$ cat src/rtl/ps2_pkg.sv
// Shared PS/2 definitions: transmitter FSM states, command/response bytes, scan-code and ASCII codes.
package ps2_pkg;

  typedef enum logic [2:0] {
    IDLE,
    INHIBIT,
    REQUEST,
    SHIFT,
    ACK,
    WAIT_IDLE,
    DONE,
    ERROR
  } ps2_tx_state_e;

  localparam logic [7:0] PS2_CMD_SET_LEDS = 8'hED;
  localparam logic [7:0] PS2_CMD_ECHO     = 8'hEE;
  localparam logic [7:0] PS2_CMD_ENABLE   = 8'hF4;
  localparam logic [7:0] PS2_CMD_RESET    = 8'hFF;
  localparam logic [7:0] PS2_RESP_ACK     = 8'hFA;

  // Set-2 make codes used by the receiver and key-state memory
  typedef enum logic [7:0] {
    SC_A      = 8'h1C,
    SC_SPACE  = 8'h29,
    SC_ENTER  = 8'h5A,
    SC_BKSP   = 8'h66,
    SC_ESC    = 8'h76,
    SC_EXT    = 8'hE0,
    SC_BREAK  = 8'hF0
  } ps2_scan_e;

  typedef enum logic [7:0] {
    ASCII_NUL   = 8'h00,
    ASCII_BS    = 8'h08,
    ASCII_LF    = 8'h0A,
    ASCII_ESC   = 8'h1B,
    ASCII_SPACE = 8'h20,
    ASCII_A     = 8'h41
  } ps2_ascii_e;

  function automatic logic odd_parity(input logic [7:0] b);
    return ~^b;
  endfunction

endpackage

$ cat src/rtl/ps2_line_sync.sv
// Two-flop synchronizer for the PS/2 clock and data pins plus a registered falling-edge pulse on clock.
module ps2_line_sync (
  input  logic clk,
  input  logic rst,
  input  logic ps2ClkIn,
  input  logic ps2DataIn,
  output logic clk_sync,
  output logic data_sync,
  output logic clk_fall
);

  logic clk_meta;
  logic data_meta;
  logic clk_prev;

  // Idle bus is high, so reset to 1 to avoid a false fall when leaving reset
  always_ff @(posedge clk or posedge rst) begin
    if (rst) begin
      clk_meta  <= 1'b1;
      clk_sync  <= 1'b1;
      data_meta <= 1'b1;
      data_sync <= 1'b1;
      clk_prev  <= 1'b1;
      clk_fall  <= 1'b0;
    end else begin
      clk_meta  <= ps2ClkIn;
      clk_sync  <= clk_meta;
      data_meta <= ps2DataIn;
      data_sync <= data_meta;
      clk_prev  <= clk_sync;
      clk_fall  <= clk_prev & ~clk_sync;
    end
  end

endmodule

$ cat src/rtl/ps2_host_transmitter.sv
// Host-to-device PS/2 command transmitter with inhibit/request sequencing, ACK check and edge timeout.
// state     | meaning
// IDLE      | bus released, waiting for txStart
// INHIBIT   | clock held low for INHIBIT_CYCLES
// REQUEST   | clock and data both low (start bit) for one cycle
// SHIFT     | device clocking out data, parity, stop
// ACK       | waiting for 11th fall to sample device ACK
// WAIT_IDLE | waiting for clock and data both high
// DONE      | txDone pulse
// ERROR     | txError pulse, lines released
module ps2_host_transmitter
  import ps2_pkg::*;
#(
  parameter int INHIBIT_CYCLES = 6000,
  parameter int TIMEOUT_CYCLES = 750000
) (
  input  logic       clk,
  input  logic       rst,
  input  logic [7:0] txByte,
  input  logic       txStart,
  input  logic       ps2ClkIn,
  input  logic       ps2DataIn,
  output logic       ps2ClkDriveLow,
  output logic       ps2DataDriveLow,
  output logic       busy,
  output logic       rxInhibit,
  output logic       txDone,
  output logic       txError
);

  localparam int INH_W = $clog2(INHIBIT_CYCLES);
  localparam int TMO_W = $clog2(TIMEOUT_CYCLES);
  localparam logic [INH_W-1:0] INH_LAST = INH_W'(INHIBIT_CYCLES - 1);
  localparam logic [TMO_W-1:0] TMO_LAST = TMO_W'(TIMEOUT_CYCLES - 1);

  ps2_tx_state_e    state_q, state_d;
  logic [9:0]       frame_q, frame_d;
  logic [3:0]       bit_cnt_q, bit_cnt_d;
  logic [INH_W-1:0] inh_cnt_q, inh_cnt_d;
  logic [TMO_W-1:0] timer_q, timer_d;
  logic             clk_drv_q, clk_drv_d;
  logic             data_drv_q, data_drv_d;

  logic clk_sync;
  logic data_sync;
  logic clk_fall;
  logic timeout;

  ps2_line_sync u_line_sync (
    .clk       (clk),
    .rst       (rst),
    .ps2ClkIn  (ps2ClkIn),
    .ps2DataIn (ps2DataIn),
    .clk_sync  (clk_sync),
    .data_sync (data_sync),
    .clk_fall  (clk_fall)
  );

  always_ff @(posedge clk or posedge rst) begin
    if (rst) begin
      state_q    <= IDLE;
      frame_q    <= '0;
      bit_cnt_q  <= '0;
      inh_cnt_q  <= '0;
      timer_q    <= '0;
      clk_drv_q  <= 1'b0;
      data_drv_q <= 1'b0;
    end else begin
      state_q    <= state_d;
      frame_q    <= frame_d;
      bit_cnt_q  <= bit_cnt_d;
      inh_cnt_q  <= inh_cnt_d;
      timer_q    <= timer_d;
      clk_drv_q  <= clk_drv_d;
      data_drv_q <= data_drv_d;
    end
  end

  assign timeout = (timer_q == TMO_LAST);

  always_comb begin
    state_d    = state_q;
    frame_d    = frame_q;
    bit_cnt_d  = bit_cnt_q;
    inh_cnt_d  = inh_cnt_q;
    clk_drv_d  = clk_drv_q;
    data_drv_d = data_drv_q;
    // Saturating edge timer; every device clock fall restarts it
    if (clk_fall)
      timer_d = '0;
    else if (timer_q != '1)
      timer_d = timer_q + TMO_W'(1);
    else
      timer_d = timer_q;

    case (state_q)
      IDLE: begin
        if (txStart) begin
          frame_d    = {1'b1, odd_parity(txByte), txByte};
          clk_drv_d  = 1'b1;
          data_drv_d = 1'b0;
          inh_cnt_d  = '0;
          state_d    = INHIBIT;
        end
      end
      INHIBIT: begin
        inh_cnt_d = inh_cnt_q + INH_W'(1);
        if (inh_cnt_q == INH_LAST) begin
          data_drv_d = 1'b1;
          timer_d    = '0;
          state_d    = REQUEST;
        end
      end
      REQUEST: begin
        if (timeout) begin
          state_d = ERROR;
        end else begin
          clk_drv_d = 1'b0;
          bit_cnt_d = '0;
          timer_d   = '0;
          state_d   = SHIFT;
        end
      end
      SHIFT: begin
        if (clk_fall) begin
          data_drv_d = ~frame_q[bit_cnt_q];
          bit_cnt_d  = bit_cnt_q + 4'd1;
          if (bit_cnt_q == 4'd9)
            state_d = ACK;
        end else if (timeout) begin
          state_d = ERROR;
        end
      end
      ACK: begin
        if (clk_fall)
          state_d = data_sync ? ERROR : WAIT_IDLE;
        else if (timeout)
          state_d = ERROR;
      end
      WAIT_IDLE: begin
        if (clk_sync && data_sync)
          state_d = DONE;
        else if (timeout)
          state_d = ERROR;
      end
      DONE:    state_d = IDLE;
      ERROR:   state_d = IDLE;
      default: state_d = IDLE;
    endcase

    if (state_d == ERROR) begin
      clk_drv_d  = 1'b0;
      data_drv_d = 1'b0;
    end
  end

  assign ps2ClkDriveLow  = clk_drv_q;
  assign ps2DataDriveLow = data_drv_q;
  assign busy            = (state_q != IDLE);
  assign rxInhibit       = busy;
  assign txDone          = (state_q == DONE);
  assign txError         = (state_q == ERROR);

endmodule

$ cat config.mk
export PLATFORM = sky130hd
export DESIGN_NAME = ps2_host_transmitter
export DESIGN_NICKNAME = d
export VERILOG_FILES = /design/src/rtl/ps2_pkg.sv /design/src/rtl/ps2_line_sync.sv /design/src/rtl/ps2_host_transmitter.sv
export SDC_FILE = /design/constraint.sdc
export NUM_CORES = 1
export LEC_CHECK = 0
export BUFFER_PORTS_ARGS = -buffer_cell sky130_fd_sc_hd__buf_2
export CAP_MARGIN = 40
export CORE_MARGIN = 3
export CORE_UTILIZATION = 30
export CTS_CLUSTER_SIZE = 40
export DETAILED_ROUTE_END_ITERATION = 10
export GPL_ROUTABILITY_DRIVEN = 0
export GPL_TIMING_DRIVEN = 0
export PLACE_DENSITY = 0.56
export SKIP_LAST_GASP = 1
export SYNTH_ARGS = -nofsm -noshare
export SYNTH_HDL_FRONTEND = slang
export SYNTH_SLANG_ARGS = --single-unit
$ cat constraint.sdc
create_clock -name clk -period 5.2 [get_ports clk]
set_input_delay 0.52 -clock clk [delete_from_list [all_inputs] [get_ports clk]]
set_output_delay 0.52 -clock clk [all_outputs]
set_load 0.03 [all_outputs]
### After elaboration in Yosys (flattened, before gate mapping)

Index checks and enable logic that the tools add are counted.

| word-level totals | value |
|---|---|
| logic and storage cells | 84 |
| flip-flop bits (word level) | 58 |

| cells by class | value |
|---|---|
| multiplexer cells | 31 |
| bitwise operators | 3 |
| equal/unequal tests | 19 |
| reduce and logical (&&, ||, !) cells | 14 |
| $lt $le $gt $ge | 1 |
| $add $sub $neg | 3 |

Operator list:

| cell | count |
|---|---|
| $mux W20 | 4 |
| $pmux W20 S2 | 1 |
| $pmux W13 S2 | 1 |
| $mux W3 | 8 |
| $pmux W3 S7 | 1 |
| $add A20 B1 Y20 const B | 1 |
| $eq A20 B20 Y1 const B | 1 |
| $ne A20 B20 Y1 const B | 1 |
| $eq A3 B3 Y1 const B | 5 |
| $add A13 B1 Y13 const B | 1 |
| $eq A13 B13 Y1 const B | 1 |
| $mux W13 | 1 |
| $ne A3 B3 Y1 const B | 3 |
| $mux W1 | 8 |
| $mux W4 | 2 |
| $pmux W4 S2 | 1 |
| $reduce_xnor A8 Y1 | 1 |
| $eq A3 B2 Y1 const B | 2 |
| $reduce_and A3 Y1 | 2 |
| $reduce_bool A3 Y1 | 2 |
| $lt A4 B5 Y1 const B | 1 |
| $add A4 B1 Y4 const B | 1 |
| $bmux W1 S4 | 1 |
| $eq A4 B4 Y1 const B | 1 |
| other kinds (16) | 20 |

### Logic depth before layout (Yosys ltp)

Gate-level depths: netlist (run 1).

| logic depth | value |
|---|---|
| word-level depth | 7 |
| gate-level depth with buffers | 8 |

### Hierarchy

Synthesis (run 1) repeated with hierarchy kept, for this count alone.

| unflattened totals | value |
|---|---|
| cell total of the unflattened synthesis | 315 |
| area, all modules | 3209.3 um2 |

By module, submodules not included:

| module | instances | cells an instance | area an instance (um2) |
|---|---|---|---|
| ps2_host_transmitter | 1 | 307 | 3035.4 |
| ps2_line_sync | 1 | 8 | 173.9 |

### Worst setup path after synthesis (run 1)

OpenSTA, ideal clock, no wires.

| timing path | value |
|---|---|
| kind | reg-to-output |
| start point | register state_q[0] |
| end point | output rxInhibit |
| setup slack | 3302 ps |
| data required time | 4680 ps |
| stages on the path, launching flop included | 5 |
| buffers on the path | 3 |
| arrival time | 1378 ps |
| cells stage by stage | dfrtp_1 > buf_4 > buf_2 > or3_1 > buf_4 |

| on the way | value |
|---|---|
| longest elaborated chain between the ends | 1 |

Ends and longest elaborated chain:

| what | RTL line | RTL |
|---|---|---|
| from (decl) | ps2_host_transmitter.sv:36 | `ps2_tx_state_e state_q, state_d;` |
| from (signal assigned) | ps2_host_transmitter.sv:69 | `state_q <= state_d;` |
| $reduce_bool A3 Y1 | ps2_host_transmitter.sv:159 | `assign busy = (state_q != IDLE);` |
| to (decl) | ps2_host_transmitter.sv:26 | `output logic rxInhibit,` |

Every way passes these cells.

### Final worst setup path (run 1)

Ends and elaborated chain as after synthesis.

==> results of run 1 <==
==> per-stage QoR <==
step / cell area (sq um) / instances / hold slack, ps / setup slack, ps
after CTS: 3720 / 500 / 199 / 2940
after detailed placement: 3520 / 484 / 347 / 3110
after global placement: 3500 / 483 / 348 / 2430
after floorplan: 3240 / 329 / 345 / 3260
final: 3720 / 500 / 200 / 2970
after global routing: 3720 / 500 / 222 / 2860
==> power groups by stage <==
stage / clock [uW] / combinational (uW) / sequential (uW)
after floorplan: 0 / 39.8 / 488
after global placement: 0 / 54.3 / 492
after detailed placement: 0 / 56.7 / 493
after CTS: 438 / 57.1 / 484
after global routing: 461 / 62.9 / 487
final: 420 / 55.0 / 484
==> state kept, by name (all words and copies together), names as in the netlist <==
| signal | count |
|---|---|
| u_line_sync.clk_meta | 1 |
| timer_q | 20 |
| u_line_sync.data_meta | 1 |
| state_q | 3 |
| bit_cnt_q | 4 |
| u_line_sync.clk_fall | 1 |
| ps2DataDriveLow | 1 |
| inh_cnt_q | 13 |
| u_line_sync.clk_prev | 1 |
| u_line_sync.data_sync | 1 |
| ps2ClkDriveLow | 1 |
| u_line_sync.clk_sync | 1 |
| frame_q | 10 |
==> metal layers <==
metal | vias up | track usage
met4 | 0 | 0.0401
met5 | - | 0
met1 | 1243 | 0.167
li1 | 1265 | -
met3 | 8 | 0.0303
met2 | 30 | 0.205
==> layout make-up <==
cell class              count  area (sq um)
well taps                 136           170
inverters                   4          15.0
plain buffers              17          91.3
repair buffers             19           110
flip-flops and latches     58          1460
multi-input cells         250          1680
clock inverters             2          35.0
fillers                  1074          6690
clock buffers              14           163
==> final timing paths <==
check,from,depth (start not counted),endpoint,slack [ps]
max in group asynchronous,rst,3,u_line_sync.data_sync$_DFF_PP1_,4360
worst min-delay path,rst,2,timer_q[6]$_DFF_PP0_,200
worst min register to register,u_line_sync.clk_meta$_DFF_PP1_,0,u_line_sync.clk_sync$_DFF_PP1_,350
min in group clk,ps2ClkIn,1,u_line_sync.clk_meta$_DFF_PP1_,290
worst max-delay path,state_q[0]$_DFF_PP0_,5,rxInhibit,2970
worst max register to register,timer_q[0]$_DFF_PP0_,6,bit_cnt_q[3]$_DFFE_PP0P_,3090
==> cells in the final DEF, fill, tap and decap left out, types with 2 or more instances in the layout <==
master and count:
sky130_fd_sc_hd__dfrtp_1 53, sky130_fd_sc_hd__nand2_1 33, sky130_fd_sc_hd__buf_2 25, sky130_fd_sc_hd__nand3_1 20, sky130_fd_sc_hd__nor3_1 19, sky130_fd_sc_hd__nor2_1 17, sky130_fd_sc_hd__o21ai_0 15, sky130_fd_sc_hd__xnor2_1 12
sky130_fd_sc_hd__clkbuf_8 11, sky130_fd_sc_hd__nand4_1 10, sky130_fd_sc_hd__mux2i_1 10, sky130_fd_sc_hd__mux2_2 9, sky130_fd_sc_hd__clkbuf_1 9, sky130_fd_sc_hd__and3_1 8, sky130_fd_sc_hd__a21oi_1 8, sky130_fd_sc_hd__o31ai_1 8
sky130_fd_sc_hd__xor2_1 7, sky130_fd_sc_hd__o211ai_1 6, sky130_fd_sc_hd__nor2b_1 5, sky130_fd_sc_hd__dfstp_2 5, sky130_fd_sc_hd__and4_1 4, sky130_fd_sc_hd__and2_1 4, sky130_fd_sc_hd__ha_1 4, sky130_fd_sc_hd__buf_4 3
sky130_fd_sc_hd__inv_1 3, sky130_fd_sc_hd__nand2b_1 3, sky130_fd_sc_hd__or3_1 3, sky130_fd_sc_hd__and3_2 2, sky130_fd_sc_hd__o21ai_1 2, sky130_fd_sc_hd__and3_4 2, sky130_fd_sc_hd__a211oi_1 2, sky130_fd_sc_hd__or3b_1 2
sky130_fd_sc_hd__nor4_1 2, sky130_fd_sc_hd__a211oi_2 2, sky130_fd_sc_hd__a31oi_1 2, sky130_fd_sc_hd__a311oi_1 2
==> cells by family (layout without fill, tap and decap cells) <==
logic type,Yosys count,in the layout
adders and majority gates,4,4
buffers and inverters,21,56
AOI/OAI and AO/OA,57,57
muxes,21,21
and+or+nand+nor,149,149
xor gates and xnor gates,19,19
DFF,58,58
==> worst register-to-register path, stage by stage (launching register included) <==
cell,delay (ps)
sky130_fd_sc_hd__dfrtp_1,400
sky130_fd_sc_hd__ha_1,260
sky130_fd_sc_hd__and4_1,250
sky130_fd_sc_hd__nand4_1,310
sky130_fd_sc_hd__o31ai_2,520
sky130_fd_sc_hd__or4_1,190
sky130_fd_sc_hd__nand3_1,70
==> results.md, run 1 <==
| Metric | Value |
| --- | --- |
| Register bit count reported by yosys | 58 |
| Hold-fix buffer count after cts | 0 |
| Pin count of the biggest net entering global routing | 40 |
| P&R area growth vs syn | 14.7% |
| Synth area leaders | sky130_fd_sc_hd__dfrtp_1 (41%), sky130_fd_sc_hd__dfstp_2 (4.0%), sky130_fd_sc_hd__nand2_1 (3.8%) |
| Area fraction in compound gates after synthesis | 0.122 |
| Die X-Extent | 110 um |
| Sinks on the clock net | 58 |
| Standard-cell rows | 37 |
| DIE HEIGHT | 110 um |
| Share of Yosys cell area claimed by the top area cell type | 0.409 |
| P_int | 738 uW |
| Number of global-route vias before repair | 2522 |
| Post-Syn Area | 3240 sq um |
| Synth warnings | 0 |
| Number of standard cells after synthesis | 329 |
| First-pass GRT wire length | 12100 um |
| Power share of the combinational group | 0.057 |
| Longest Clk Path Bufs | 2 |
| Critical path startpoint category | flop |
| Unrepaired setup endpoints after global routing | no |
| WP data required | 4680 ps |
| Highest attainable clock frequency | 449 MHz |
| Total DRC errors in the routed layout | 0 |
| Largest incremental delay on the critical path | 370 ps |
| Setup Buffers After CTS | 0 |
| Portion of netlist area occupied by mux cells | 0.0725 |
| Crit end category | output port |
| Amount of wire on met2 after detailed routing | 3360 um |
| EDFF count, synth | 0 |
| Classification of the worst setup path | reg2out |
| Total power per unit cell area | 258 nW/um^2 |
| All-layer global routing usage | 0.127 |
| Worst vdd ir | 0.133 mV |
| Switching share of power | 0.231 |
| Met3 wire length | 199 um |
| Endpoints failing setup | 0 |
| Insertion delay of the later-clocked pin in the worst-skew pair | 330 ps |
| Net switching component of the power | 222 uW |
| Most common cell in the netlist | sky130_fd_sc_hd__dfrtp_1 |
| Largest clock skew in the final design | 10.9 ps |
| Max_slew headroom | 0.606 |
| Max cap viols | 0 |
| Setup TNS | 0 ps |
| Async SR Flop Fraction | 1.00 |
| Status | finished, final reports clean |
| Mean instance size in the synthesized netlist | 9.86 sq um |
| Final total power | 960 uW |
| Class of the tightest hold or removal check | in2async |
| Combined buffer and inverter count along the critical path | 4 |
| Final antenna-violating net count | 0 |
| Post-cts repair resize count | 0 |
| Number of vias per cell | 5.09 |
| Clock-pin slew reported for the worst setup and hold paths after clock tree synthesis | 70 ps |
| IO Pins | 19 |
| Basic-gate share of the synthesized area counting and, or, nand and nor cells | 0.257 |
| Part of the power in registers | 0.505 |
| Family with the most delay on the worst path | buffers and inverters |
| Critical path peak fanout | 10 |
| Initial antenna violation count | 0 |
| CTS tree | built |
| Pre-antenna DRT Iters | 4 |
| Met1 Routed Length | 3350 um |
| Effective utilization at floorplan | 0.311 |
| Part of the cycle the worst path needs | 0.428 |
| Measured slew at the worst slew-check pin | 586 ps |
| Core area | 10400 sq um |
| Violation count after the first detailed-routing iteration | 157 |
| Most used DFF post-synth | sky130_fd_sc_hd__dfrtp_1 |
| Share of total power in the clock network | 0.438 |
| Ant. Diodes | 0 |
| Synthesized Nets | 346 |
| Placed wire-length estimate | 5080 um |
| Hold Vio Cnt, Final | 0 |
| Period minus WS final | 2230 ps |
| Seq/Total Area, Yosys | 0.449 |
| Buffer cell driving the clock tree root | sky130_fd_sc_hd__clkbuf_8 |
| Post-route core utilization | 0.357 |
| Number of input and output port buffers inserted | 18 |
| Synth cell types | 63 |
| XOR/XNOR Fraction of Synth Area | 0.0513 |
| Critical path arrival | 1710 ps |
| Number of buffers added by the clock tree synthesis step | 9 |
| Routed WL per cell | 14.0 um |
| Share of cells above drive strength 1 | 0.209 |
| Highest metal layer used by the detailed router | met4 |
| Max H-tree Level | 3 |
| Total leakage power | 0.00159 uW |
| Vias after detailed routing | 2546 |
| Commonest cells in the netlist | sky130_fd_sc_hd__dfrtp_1 (53), sky130_fd_sc_hd__nand2_1 (33), sky130_fd_sc_hd__nand3_1 (20) |
| Total die area | 12100 sq um |
| Final global-route overflow total | 0 |
| Adder and majority cell fraction of the synthesized area | 0.0154 |
| Routed WL | 6990 um |
| Final net count | 376 |
| Area leader, netlist | sky130_fd_sc_hd__dfrtp_1 |
| Combinational family with the most area after synthesis | simple AND/OR/NAND/NOR gates |
| Slowest stage cell, crit path | sky130_fd_sc_hd__or3_1 |
| Cells along the critical path | buf_4 -> buf_2 -> or3_1 -> buf_4 -> buf_2 |
| Total count of max-transition violations in the final report | 0 |
(Power assumes the default switching activity.)
==> run 2, diff against run 1 <==
==> constraint.sdc (replaced) <==
create_clock -name clk -period 2.3 [get_ports clk]
set_input_delay 0.23 -clock clk [delete_from_list [all_inputs] [get_ports clk]]
set_output_delay 0.23 -clock clk [all_outputs]
set_load 0.03 [all_outputs]
==> results.md, run 2 (synthesis results as in run 1) <==
| Metric | Value |
| --- | --- |
| Top flop regs | timer_q: 20 flops, inh_cnt_q: 13 flops, frame_q: 10 flops |
| Worst vdd ir | 0.308 mV |
| Vias after detailed routing | 2556 |
| Largest incremental delay on the critical path | 590 ps |
| Final antenna-violating net count | 0 |
| Most common library cell in the layout ignoring fill and taps | sky130_fd_sc_hd__dfrtp_1 |
| Measured slew at the worst slew-check pin | 591 ps |
| Pin count of the biggest net entering global routing | 40 |
| Effective utilization at floorplan | 0.311 |
| Period minus WS final | 2170 ps |
| Number of buffers added by the clock tree synthesis step | 9 |
| Routed WL | 7020 um |
| Total die area | 12100 sq um |
| Setup TNS | 0 ps |
| Number of vias per cell | 5.08 |
| Flip-flop count of the largest register, all copies and words added | 20 |
| WP data required | 2480 ps |
| Sinks on the clock net | 58 |
| Routed WL per cell | 14.0 um |
| Critical path startpoint category | flop |
| Placed wire-length estimate | 5080 um |
| Die X-Extent | 110 um |
| Cells along the critical path | ha_1 -> and4_1 -> nand4_1 -> o31ai_1 -> a311oi_1 |
| Max cap viols | 0 |
| Final net count | 379 |
| Part of the cycle the worst path needs | 0.942 |
| Slowest stage cell, crit path | sky130_fd_sc_hd__o31ai_1 |
| Highest attainable clock frequency | 462 MHz |
| Count of cell instances traversed by the critical path | 5 |
| Critical path peak fanout | 6 |
| Total power per unit cell area | 578 nW/um^2 |
| Pre-CTS worst setup slack | 211 ps |
| Worst R2R Setup Slack | 130 ps |
| Combined buffer and inverter count along the critical path | 0 |
| Insertion delay of the later-clocked pin in the worst-skew pair | 330 ps |
| Worst hold slack across all endpoints | 158 ps |
| Pre-antenna DRT Iters | 4 |
| DIE HEIGHT | 110 um |
| CTS tree | built |
| Core area | 10400 sq um |
| Unrepaired setup endpoints after global routing | yes |
| Initial antenna violation count | 0 |
| Final total power | 2180 uW |
| Worst Slack Setup Final | 134 ps |
| Number of instances in the placed design | 484 |
| Largest Register | timer_q |
| Setup Buffers After CTS | 0 |
| Endpoints failing setup | 0 |
| Max H-tree Level | 3 |
| Clock-pin slew reported for the worst setup and hold paths after clock tree synthesis | 60 ps |
| Classification of the worst setup path | reg2reg |
| Commonest cells after routing, fill and taps aside | sky130_fd_sc_hd__dfrtp_1 (53), sky130_fd_sc_hd__nand2_1 (33), sky130_fd_sc_hd__buf_2 (25) |
| Final cell count without fillers | 503 |
| Standard-cell rows | 37 |
| Number of input and output port buffers inserted | 18 |
| Share of cells above drive strength 1 | 0.207 |
| P&R area growth vs syn | 15.9% |
| Hold Vio Cnt, Final | 0 |
| Longest Clk Path Bufs | 2 |
| Total DRC errors in the routed layout | 0 |
| Number of global-route vias before repair | 2526 |
| First-pass GRT wire length | 12100 um |
| IO Pins | 19 |
| Worst hold path depth | 2 |
| Final global-route overflow total | 0 |
| Worst reg2reg path depth | 5 |
| Class of the tightest hold or removal check | in2reg |
| Crit end category | flop |
| All-layer global routing usage | 0.127 |
| Ant. Diodes | 0 |
| Family with the most delay on the worst path | compound AO/OA/AOI/OAI gates |
| Largest clock skew in the final design | 11.2 ps |
| Total count of max-transition violations in the final report | 0 |
| Max_slew headroom | 0.603 |
| Buffer cell driving the clock tree root | sky130_fd_sc_hd__clkbuf_8 |
| Status | finished, final reports clean |
| Total leakage power | 0.00161 uW |
| Violation count after the first detailed-routing iteration | 158 |
| Critical path arrival | 2340 ps |
==> run 2: cell types whose count changed in the layout (fill, tap and decap cells not counted) <==
cell                            previous run  this run
sky130_fd_sc_hd__o31ai_2                   1         0
sky130_fd_sc_hd__o31ai_4                   0         1
sky130_fd_sc_hd__dlygate4sd3_1             0         3
==> run 2: path summary, 6_finish.rpt <==
path,startpoint,endpoint
max in group asynchronous,rst,u_line_sync.data_sync$_DFF_PP1_
hold / removal,txByte[5],frame_q[5]$_DFFE_PP0P_
setup / recovery,timer_q[0]$_DFF_PP0_,ps2DataDriveLow$_DFFE_PP0P_
setup reg to reg,timer_q[0]$_DFF_PP0_,ps2DataDriveLow$_DFFE_PP0P_
hold reg to reg,u_line_sync.clk_meta$_DFF_PP1_,u_line_sync.clk_sync$_DFF_PP1_
min in group asynchronous,rst,timer_q[6]$_DFF_PP0_
==> run 2: power by group <==
part           internal (uW)  switching (uW)
sequential              1060            39.5
clock                    560             393
combinational           56.8            71.3
total                   1670             503
==> run 2: layout make-up <==
cell class / instances / area, sq um
Buffer: 17 / 91.3
Clock buffer: 14 / 163
Multi-Input combinational cell: 250 / 1690
Sequential cell: 58 / 1460
Fill cell: 1066 / 6660
Inverter: 4 / 15.0
Tap cell: 136 / 170
Clock inverter: 2 / 35.0
Timing Repair Buffer: 22 / 140
==> run 2: what timing repair did <==
item / CTS / global route
endpoints found under the hold margin: 21 / 0
setup endpoints to repair: 0 / 2
resized for setup: 0 / 1
hold buffers: 3 / 0
==> run 2: routing by layer <==
| metal | global-route usage | part of all wire | wire [um] |
|---|---|---|---|
| met1 | 0.167 | 0.48 | 3380 |
| met2 | 0.205 | 0.48 | 3360 |
| met3 | 0.0303 | 0.027 | 189 |
| met4 | 0.0401 | 0.013 | 89 |
| met5 | 0 | 0 | 0 |
==> run 2: metrics by stage <==
stage | utilization | instance area, sq um
3_3_place_gp | 0.336 | 3500
5_1_grt | 0.361 | 3760
6_report | 0.361 | 3760
3_5_place_dp | 0.338 | 3520
2_1_floorplan | - | 3240
4_1_cts | 0.360 | 3750
==> run 3, diff against run 2 <==
--- a/config.mk
+++ b/config.mk
@@ -5,6 +5,7 @@
 export SDC_FILE = /design/constraint.sdc
 export NUM_CORES = 1
 export LEC_CHECK = 0
+export ABC_AREA = 1
 export BUFFER_PORTS_ARGS = -buffer_cell sky130_fd_sc_hd__buf_2
 export CAP_MARGIN = 40
 export CORE_MARGIN = 3
@@ -15,6 +16,7 @@
 export GPL_TIMING_DRIVEN = 0
 export PLACE_DENSITY = 0.56
 export SKIP_LAST_GASP = 1
+export SLEW_MARGIN = 10
 export SYNTH_ARGS = -nofsm -noshare
 export SYNTH_HDL_FRONTEND = slang
 export SYNTH_SLANG_ARGS = --single-unit
==> results.md, run 3 <==
| Metric | Value |
| --- | --- |
| Critical path startpoint category | flop |
| Top flop regs | timer_q: 20 flops, inh_cnt_q: 13 flops, frame_q: 10 flops |
| Async SR Flop Fraction | 1.00 |
| Measured slew at the worst slew-check pin | 707 ps |
| Adder and majority cell fraction of the synthesized area | 0.0150 |
| Share of cells above drive strength 1 | 0.135 |
| Seq/Total Area, Yosys | 0.438 |
| Total power per unit cell area | 580 nW/um^2 |
| Final global-route overflow total | 0 |
| WP data required | 2510 ps |
| Class of the tightest hold or removal check | in2async |
| Most used DFF post-synth | sky130_fd_sc_hd__dfrtp_1 |
| Insertion delay of the later-clocked pin in the worst-skew pair | 340 ps |
| Standard-cell rows | 37 |
| Max H-tree Level | 3 |
| Register bit count reported by yosys | 58 |
| Post-Syn Area | 3330 sq um |
| Critical path peak fanout | 10 |
| Synth area leaders | sky130_fd_sc_hd__dfrtp_1 (40%), sky130_fd_sc_hd__nand2_1 (11%), sky130_fd_sc_hd__inv_1 (6.8%) |
| All-layer global routing usage | 0.129 |
| Effective utilization at floorplan | 0.316 |
| Period minus WS final | 2020 ps |
| Basic-gate share of the synthesized area counting and, or, nand and nor cells | 0.312 |
| Combinational family with the most area after synthesis | simple AND/OR/NAND/NOR gates |
| Highest attainable clock frequency | 495 MHz |
| Classification of the worst setup path | reg2reg |
| Commonest cells in the netlist | sky130_fd_sc_hd__nand2_1 (96), sky130_fd_sc_hd__inv_1 (60), sky130_fd_sc_hd__dfrtp_1 (53), sky130_fd_sc_hd__nor2_1 (53), sky130_fd_sc_hd__nand3_1 (39) |
| Sinks on the clock net | 58 |
| Clock-pin slew reported for the worst setup and hold paths after clock tree synthesis | 70 ps |
| Worst vdd ir | 0.336 mV |
| Final net count | 488 |
| Pre-antenna DRT Iters | 5 |
| Violation count after the first detailed-routing iteration | 154 |
| First-pass GRT wire length | 13200 um |
| Portion of netlist area occupied by mux cells | 0 |
| Commonest cells after routing, fill and taps aside | sky130_fd_sc_hd__nand2_1 (96), sky130_fd_sc_hd__inv_1 (59), sky130_fd_sc_hd__nor2_1 (53), sky130_fd_sc_hd__dfrtp_1 (53), sky130_fd_sc_hd__nand3_1 (38) |
| Number of vias per cell | 4.70 |
| Final antenna-violating net count | 0 |
| Synthesized Nets | 456 |
| Total count of max-transition violations in the final report | 0 |
| Most common cell in the netlist | sky130_fd_sc_hd__nand2_1 |
| Number of buffers added by the clock tree synthesis step | 9 |
| DIE HEIGHT | 111 um |
| Placed wire-length estimate | 5370 um |
| Pin count of the biggest net entering global routing | 59 |
| Total die area | 12400 sq um |
| Die X-Extent | 111 um |
| Post-place instance area | 3590 sq um |
| Largest Register | timer_q |
| Total leakage power | 0.00182 uW |
| Crit end category | flop |
| Part of the cycle the worst path needs | 0.879 |
| XOR/XNOR Fraction of Synth Area | 0.0473 |
| Max cap viols | 0 |
| Filler Cells Inserted | 1121 |
| Buffer cell driving the clock tree root | sky130_fd_sc_hd__clkbuf_8 |
| EDFF count, synth | 0 |
| Total DRC errors in the routed layout | 0 |
| IO Pins | 19 |
| Number of standard cells after synthesis | 439 |
| Final total power | 2220 uW |
| Status | finished, final reports clean |
| CTS tree | built |
| Core area | 10600 sq um |
| Routed WL | 7470 um |
| Ant. Diodes | 0 |
| Flip-flop count of the largest register, all copies and words added | 20 |
| Area leader, netlist | sky130_fd_sc_hd__dfrtp_1 |
| Unrepaired setup endpoints after global routing | no |
| Hold Vio Cnt, Final | 0 |
| P&R area growth vs syn | 14.9% |
| Routed WL per cell | 12.2 um |
| Most common library cell in the layout ignoring fill and taps | sky130_fd_sc_hd__nand2_1 |
| Endpoints failing setup | 0 |
| Final design instance area without fill | 3830 sq um |
| Critical path arrival | 2230 ps |
| Share of Yosys cell area claimed by the top area cell type | 0.398 |
| Vias after detailed routing | 2870 |
| Longest Clk Path Bufs | 2 |
| Largest clock skew in the final design | 14.9 ps |
| Number of global-route vias before repair | 2780 |
| Synth warnings | 0 |
| Synth cell types | 42 |
| Number of input and output port buffers inserted | 18 |
| Mean instance size in the synthesized netlist | 7.59 sq um |
| Worst reg2reg path depth | 9 |
| Max_slew headroom | 0.529 |
| Initial antenna violation count | 0 |
| Area fraction in compound gates after synthesis | 0.104 |
run 3: cell count changes after synthesis, moves of 9 or more:
| cell | change |
|---|---|
| sky130_fd_sc_hd__nand2_1 | +63 |
| sky130_fd_sc_hd__inv_1 | +56 |
| sky130_fd_sc_hd__nor2_1 | +36 |
| sky130_fd_sc_hd__nand3_1 | +19 |
| sky130_fd_sc_hd__mux2i_1 | -10 |
| sky130_fd_sc_hd__mux2_2 | -9 |
run 3: area by class of cell:
| class | instances | area, sq um | area share |
|---|---|---|---|
| repair buffers | 21 | 118 | 0.0307 |
| inverters | 63 | 239 | 0.0625 |
| clock inverters | 5 | 55.1 | 0.0144 |
| clock buffers | 10 | 138 | 0.0360 |
| multi-input cells | 310 | 1610 | 0.420 |
| well taps | 136 | 170 | 0.0445 |
| flip-flops and latches | 58 | 1460 | 0.381 |
| plain buffers | 8 | 43.8 | 0.0114 |
run 3: worst paths after layout:
check | startpoint | end | slack (ps)
hold reg to reg | u_line_sync.data_meta$_DFF_PP1_ | u_line_sync.data_sync$_DFF_PP1_ | 350
setup / recovery | timer_q[0]$_DFF_PP0_ | timer_q[3]$_DFF_PP0_ | 280
min in group clk | txByte[1] | frame_q[1]$_DFFE_PP0P_ | 110
setup reg to reg | timer_q[0]$_DFF_PP0_ | timer_q[3]$_DFF_PP0_ | 280
max in group asynchronous | rst | u_line_sync.clk_fall$_DFF_PP0_ | 1800
hold / removal | rst | inh_cnt_q[2]$_DFFE_PP0P_ | 9
run 3: logic make-up after synthesis:
logic type / after synthesis
compound gates: 58
xor+xnor: 18
fa+ha+maj: 4
buf+inv: 71
flops: 58
simple gates: 230
run 3: critical path: stages, from the launching register on:
cell and delay [ps]:
sky130_fd_sc_hd__dfrtp_1 390, sky130_fd_sc_hd__ha_1 280, sky130_fd_sc_hd__nand3_2 170, sky130_fd_sc_hd__nor3_4 300, sky130_fd_sc_hd__nand2_2 100, sky130_fd_sc_hd__nor2_4 150, sky130_fd_sc_hd__nand3_4 120, sky130_fd_sc_hd__buf_6 170
sky130_fd_sc_hd__a21oi_1 150, sky130_fd_sc_hd__nor2_1 80
run 3: repair_timing:
item                                   in CTS  in global routing
hold buffers                                2                  0
buffers inserted                            0                  1
endpoints found under the hold margin       2                  0
setup endpoints to repair                   0                  4
gates resized for setup                     0                  2
run 3: stage by stage:
step | setup slack [ps] | hold slack, ps | TNS, ps | utilization | std cells
global placement | -178 | 337 | -9170 | 0.340 | 593
global route | 57.9 | 80.8 | 0 | 0.362 | 611
finish | 279 | 9.24 | 0 | 0.362 | 611
detailed placement | 247 | 338 | 0 | 0.340 | 593
CTS | 226 | 46.2 | 0 | 0.361 | 610
floorplan | 553 | 234 | 0 | - | 439
run 3: layer usage:
layer | global-route usage | vias up | part of all wire
met1 | 0.174 | 1319 | 0.49
met2 | 0.203 | 54 | 0.47
li1 | - | 1493 | -
met4 | 0.0430 | 0 | 0.0036
met5 | 0 | - | 0
met3 | 0.0310 | 4 | 0.033
run 3: power by group:
group	internal, uW	switching [uW]	total [uW]
clock	520	419	939
combinational	69.2	101	171
sequential	1070	41.6	1110
